**config.mk**
```make
export PLATFORM = sky130hd
export DESIGN_NAME = result_tx_ctrl
export DESIGN_NICKNAME = d
export VERILOG_FILES = /design/src/rtl/result_tx_ctrl.sv
export SDC_FILE = /design/constraint.sdc
export NUM_CORES = 1
export LEC_CHECK = 0
export BUFFER_PORTS_ARGS = -buffer_cell sky130_fd_sc_hd__buf_2
export CORE_MARGIN = 3
export CORE_UTILIZATION = 50
export DETAILED_ROUTE_END_ITERATION = 8
export HOLD_SLACK_MARGIN = 0.02
export PLACE_DENSITY = 0.79
export SLEW_MARGIN = 5
export SYNTH_ARGS = -nofsm -noshare
export SYNTH_HDL_FRONTEND = slang
export SYNTH_SLANG_ARGS = --single-unit
export TNS_END_PERCENT = 30
```
**constraint.sdc**
```tcl
create_clock -name clk -period 8.63 [get_ports clk]
set_input_delay 0.4315 -clock clk [delete_from_list [all_inputs] [get_ports clk]]
set_output_delay 0.4315 -clock clk [all_outputs]
set_load 0.05 [all_outputs]
```
**src/rtl/result_tx_ctrl.sv**
```systemverilog
// Result transmit controller: queues finished results, feeds them byte by
// byte to a UART transmitter with programmable pacing, and mirrors selected results to a display.
module result_tx_ctrl #(
  parameter int RESULT_W         = 32,
  parameter int FIFO_DEPTH       = 4,
  parameter int INTER_BYTE_DELAY = 1000000,
  parameter int LOAD_DELAY       = 100,
  parameter int MSB_FIRST        = 0,
  localparam int NB              = RESULT_W / 8,
  localparam int CW              = $clog2(NB + 1)
) (
  input  logic                clk,
  input  logic                reset,
  input  logic                op_done,
  input  logic [RESULT_W-1:0] result_data,
  input  logic [CW-1:0]       byte_count,
  input  logic                disp_req,
  input  logic                tx_busy,
  output logic                tx_start,
  output logic [7:0]          tx_data,
  output logic [RESULT_W-1:0] disp_data,
  output logic                disp_en,
  output logic                fifo_full,
  output logic                overflow,
  output logic                idle
);

  localparam int PW    = (FIFO_DEPTH > 1) ? $clog2(FIFO_DEPTH) : 1;
  localparam int EW    = RESULT_W + CW + 1;
  localparam int TMAX  = (LOAD_DELAY > INTER_BYTE_DELAY) ? LOAD_DELAY : INTER_BYTE_DELAY;
  localparam int TW    = $clog2(TMAX + 1);

  typedef enum logic [2:0] {
    IDLE, LOAD, WAIT_LOAD, START, WAIT_BUSY, WAIT_DONE, GAP
  } state_t;

  state_t              state_reg, state_next;

  logic [EW-1:0]       fifo_mem [FIFO_DEPTH];
  logic [EW-1:0]       head_reg;
  logic [PW-1:0]       wr_ptr_reg, rd_ptr_reg;
  logic [PW:0]         count_reg, count_next;
  logic                fifo_full_reg, overflow_reg;

  logic [RESULT_W-1:0] shift_reg, shift_next;
  logic [CW-1:0]       remain_reg;
  logic [TW-1:0]       timer_reg;
  logic [7:0]          tx_data_reg;
  logic [RESULT_W-1:0] disp_data_reg;
  logic                disp_en_reg;

  logic                push, pop, fifo_empty;
  logic [CW-1:0]       eff_count;
  logic [RESULT_W-1:0] head_data;
  logic [CW-1:0]       head_count;
  logic                head_disp;
  logic [7:0]          sh_bytes [NB];
  logic [7:0]          cur_byte;

  // Out-of-range counts (0 or > NB) fall back to a full-width transfer.
  assign eff_count = (byte_count >= CW'(1) && byte_count <= CW'(NB)) ? byte_count : CW'(NB);

  assign fifo_empty = (count_reg == '0);
  assign pop        = (state_reg == LOAD);
  // A dequeue in the same cycle frees a slot, so a push while full still lands.
  assign push       = op_done && (!fifo_full_reg || pop);

  always_comb begin
    count_next = count_reg;
    if (push && !pop)
      count_next = count_reg + (PW+1)'(1);
    else if (!push && pop)
      count_next = count_reg - (PW+1)'(1);
  end

  // Queue storage: plain array with registered head read.
  always_ff @(posedge clk) begin
    if (push)
      fifo_mem[wr_ptr_reg] <= {result_data, eff_count, disp_req};
    head_reg <= fifo_mem[rd_ptr_reg];
  end

  assign head_data  = head_reg[EW-1 -: RESULT_W];
  assign head_count = head_reg[CW:1];
  assign head_disp  = head_reg[0];

  for (genvar gi = 0; gi < NB; gi++) begin : g_bytes
    assign sh_bytes[gi] = shift_reg[gi*8 +: 8];
  end

  assign cur_byte   = (MSB_FIRST != 0) ? sh_bytes[NB-1] : sh_bytes[0];
  assign shift_next = (MSB_FIRST != 0) ? (shift_reg << 8) : (shift_reg >> 8);

  always_comb begin
    state_next = state_reg;
    case (state_reg)
      IDLE:      if (!fifo_empty) state_next = LOAD;
      LOAD:      state_next = WAIT_LOAD;
      WAIT_LOAD: if (timer_reg == '0) state_next = START;
      START:     state_next = WAIT_BUSY;
      WAIT_BUSY: if (tx_busy) state_next = WAIT_DONE;
      WAIT_DONE: if (!tx_busy) state_next = (remain_reg <= CW'(1)) ? IDLE : GAP;
      GAP:       if (timer_reg == '0) state_next = START;
      default:   state_next = IDLE;
    endcase
  end

  always_ff @(posedge clk or negedge reset) begin
    if (!reset) begin
      state_reg     <= IDLE;
      wr_ptr_reg    <= '0;
      rd_ptr_reg    <= '0;
      count_reg     <= '0;
      fifo_full_reg <= 1'b0;
      overflow_reg  <= 1'b0;
      shift_reg     <= '0;
      remain_reg    <= '0;
      timer_reg     <= '0;
      tx_data_reg   <= '0;
      disp_data_reg <= '0;
      disp_en_reg   <= 1'b0;
    end else begin
      state_reg     <= state_next;
      count_reg     <= count_next;
      fifo_full_reg <= (count_next == (PW+1)'(FIFO_DEPTH));
      if (push)
        wr_ptr_reg <= wr_ptr_reg + PW'(1);
      if (pop)
        rd_ptr_reg <= rd_ptr_reg + PW'(1);
      if (op_done && !push)
        overflow_reg <= 1'b1;

      case (state_reg)
        LOAD: begin
          shift_reg   <= head_data;
          remain_reg  <= head_count;
          disp_en_reg <= head_disp;
          if (head_disp)
            disp_data_reg <= head_data;
          timer_reg   <= TW'(LOAD_DELAY - 1);
        end
        WAIT_LOAD, GAP: begin
          if (timer_reg != '0)
            timer_reg <= timer_reg - TW'(1);
        end
        WAIT_DONE: begin
          if (!tx_busy) begin
            shift_reg  <= shift_next;
            remain_reg <= remain_reg - CW'(1);
            timer_reg  <= TW'(INTER_BYTE_DELAY - 1);
          end
        end
        default: ;
      endcase

      // Latch the byte on entry to START so it stays put until the next START.
      if (state_next == START && state_reg != START)
        tx_data_reg <= cur_byte;
    end
  end

  assign tx_start  = (state_reg == START);
  assign tx_data   = tx_data_reg;
  assign disp_data = disp_data_reg;
  assign disp_en   = disp_en_reg;
  assign fifo_full = fifo_full_reg;
  assign overflow  = overflow_reg;
  assign idle      = (state_reg == IDLE) && fifo_empty;

endmodule

```
==> impl_results.md <==
* Final Setup Violations at 0
* Final Hold Viols at 0
* Number of flops mapped to enable cells by yosys at 144
* Leak pwr at 5.010 nW
* Starting Density at 0.5125
* Top_reg_cell synth: edfxtp_1
* Number of nets in the layout at 841
* Total GRT Usage at 0.1859
* Global route total overflow at 0
* FFs w/ async S/R, synth at 0.3750
* Clock Sinks at 288
* RR Startpoint: state_reg[1]
* Post-Route WL at about 22000 um
* Routed len/inst at 20.17 um
* Largest cells by area after synthesis: edfxtp_1 (40%), dfrtp_1 (25%), mux4_2 (7.5%)
* CTS HTree Levels at 1
* Simple-gate area share of the yosys netlist at 0.07260
* DIE HEIGHT at 153.5 um
* CP Capture Type: register
* Syn Inst Count at around 700
* Global-route wire length before repair at 35020 um
* Syn_area_per_cell at 15.56 um^2
* Area growth, synth to finish at 16.44%
* Worst hold endpoint: fifo_mem[2][23]
* Vias in the first global route at 6268
* Vias at 6127
* Share of layout cells above drive strength 1 at 0.2734
* Largest net degree at the start of global routing at 60
* Diodes inserted at 0
* Yosys reg bits at between 200 and 300
* Fmax at 382.7 MHz
* Required time worst endpoint at roughly 9 ns
* RePlAce Congestion at 0.8436
* TritonCTS clock tree: done
* Ys Warns at 0
* Max FO, Critical Path at 36
* Final min period at 2.613 ns
* Startpoint Class: register
* CTS Buf Count at 28
* Drt drc at 0
* Synth top area share at 0.3976
* Synth Area in Adders at 0.01266
* RSZ-0062 raised after global routing: no
* Min-delay worst type: in -> reg
* Main combinational cell family by area after synthesis: multiplexers
* Clock Path Buffers at 3
* Max-cap violations at 0
* Most frequent cells in the layout: edfxtp_1 (144), dfrtp_1 (107), buf_2 (83), nand2_1 (70), nor2_1 (41)
* Post-cts sizing count at 0
* Boundary Pins at 85
* Critical hold path startpoint: result_data[19]
* Iteration-0 DRC count of the detailed router at 457
* Final period util at 0.3028
* Die area at 23560 um^2
* Reg2Reg Capture Point: fifo_mem[0][9]
* Crit path arrival time at approximately 2.8 ns
* Distinct cells, synth at 55
* Xor/xnor cell area share of the yosys netlist at 0.004832
* DRT Pass-1 Iters at 5
* Compound-Gate Fraction of Synth Area at 0.06052
* Initial antenna violation count at 0
* Fin Setup TNS at 0 ns
* Postcts setup bufs at 0
* Yosys top cell by area: edfxtp_1
* Rel. slew slack at 0.2111
* PD cells at 390.3 nW/um^2
* Most common cell after layout, fill and taps aside: edfxtp_1
* Mapped cell area at 10880 um^2
* Final ANT Viol Nets at 0
* Clk Tree Root Cell: clkbuf_16
* Sequential element share of the synthesized area at 0.7124
* Fill cells at around 1600
* Clock transition at path regs at 0.06 ns
* Chip width at about 150 um
* Clock insertion delay at the later pin of the skew report at about 0.56 ns
* Hold slack at 0.08370 ns
* Mux cell area share after synthesis at 0.1206
* R2R depth at 4
* Via density at 5.637
* Setup CP Type: reg -> reg
* FP Rows at 53
* Status: complete, no violations
* Hold Crit Depth at 1
* Core Area at 21220 um^2
* R2R setup slack at 6.02 ns
* Largest register FFs at approximately 140
* Syn_nets at 750
* Peak VDD IR at 0.0001826 V
* Hpwl dp at 13420 um
* Port Buffers at 84
* Slew @ Worst Pin at 1.180 ns
* Clk_skew at 0.03401 ns
* Max Transition Viols Final at 0
## Yosys cell counts, types with 4 or more instances
library cell and n:
a22o_1 10, nor3_1 9, mux4_2 36, mux2_2 32, nand2_1 70, xnor2_1 5, o21ai_0 18, edfxtp_1 144
clkbuf_1 26, inv_1 12, o21ai_1 5, dfxtp_1 36, nand3_1 4, buf_2 5, mux2_1 8, nor2b_1 7
nor4_1 7, dfrtp_1 108, a31oi_1 33, nor2_1 43, a21oi_1 13, and2_1 6, ha_1 11, mux2i_1 5
## metal layers
layer | track usage | wire (um)
met3 | 0.02775 | 1054
met4 | 0.05299 | 657
met2 | 0.3023 | 10860
met5 | 0 | 0
met1 | 0.2651 | 9353
## through the flow
| step | power, W | std cells | utilization | cell area (um^2) | setup slack [ns] |
|---|---|---|---|---|---|
| 6_report | 0.004943 | 1087 | 0.5968 | 12660 | 6.017 |
| 5_1_grt | 0.005185 | 1087 | 0.5968 | 12660 | 5.834 |
| 4_1_cts | 0.004981 | 1087 | 0.5968 | 12660 | 6.000 |
| 3_5_place_dp | 0.003607 | 1034 | 0.5464 | 11590 | 6.012 |
| 3_3_place_gp | 0.003557 | 1034 | 0.5464 | 11590 | 6.048 |
| 2_1_floorplan | 0.003175 | 699 | - | 10880 | 5.745 |
## area by class of cell
type                       instances  area [um^2]  area share
clock buffer                      39        834.6     0.06590
clock inverter                    13        224.0     0.01769
inverter                          12        45.04    0.003557
multi-input combinational        365         2959      0.2337
sequential                       288         7749      0.6119
tap                              275        344.1     0.02717
timing repair buffer              95        508.0     0.04011
## worst max-delay path by stage
| stage | start | to | slack [ns] | cells after the start |
|---|---|---|---|---|
| 3_3_place_gp | state_reg[1] | fifo_mem[0][17] | 6.05 | 4 |
| 6_report | state_reg[1] | fifo_mem[0][9] | 6.02 | 4 |
| 3_5_place_dp | state_reg[1] | fifo_mem[0][17] | 6.01 | 4 |
| 2_1_floorplan | state_reg[0] | fifo_mem[0][0] | 5.74 | 5 |
| 5_1_grt | state_reg[1] | fifo_mem[0][10] | 5.83 | 4 |
| 4_1_cts | state_reg[1] | fifo_mem[0][10] | 6.00 | 4 |
## critical path, stage by stage, from the launching register on
cell and delay [ns]:
dfrtp_1 0.51, or3b_2 0.59, a21boi_1 0.47, and2_1 0.21
buf_4 0.47
## timing repair
action	CTS	global route
setup endpoints to repair	0	0
endpoints found under the hold margin	49	0
hold buffers	1	0
## report_power, final
group          internal [W]  total (W)  leakage (nW)  switching, W
clock network      0.000832    0.00135         0.522      0.000516
logic              0.000523    0.00146          1.55      0.000934
registers           0.00189    0.00214          2.94      0.000251
total               0.00324    0.00494          5.01       0.00170
## logic make-up after synthesis
family,after synthesis
muxes,81
DFF,288
and+or+nand+nor,167
AOI/OAI and AO/OA,100
buffers and inverters,46
xor gates and xnor gates,6
adders and majority gates,11
Power figures use the tool's default switching activity.
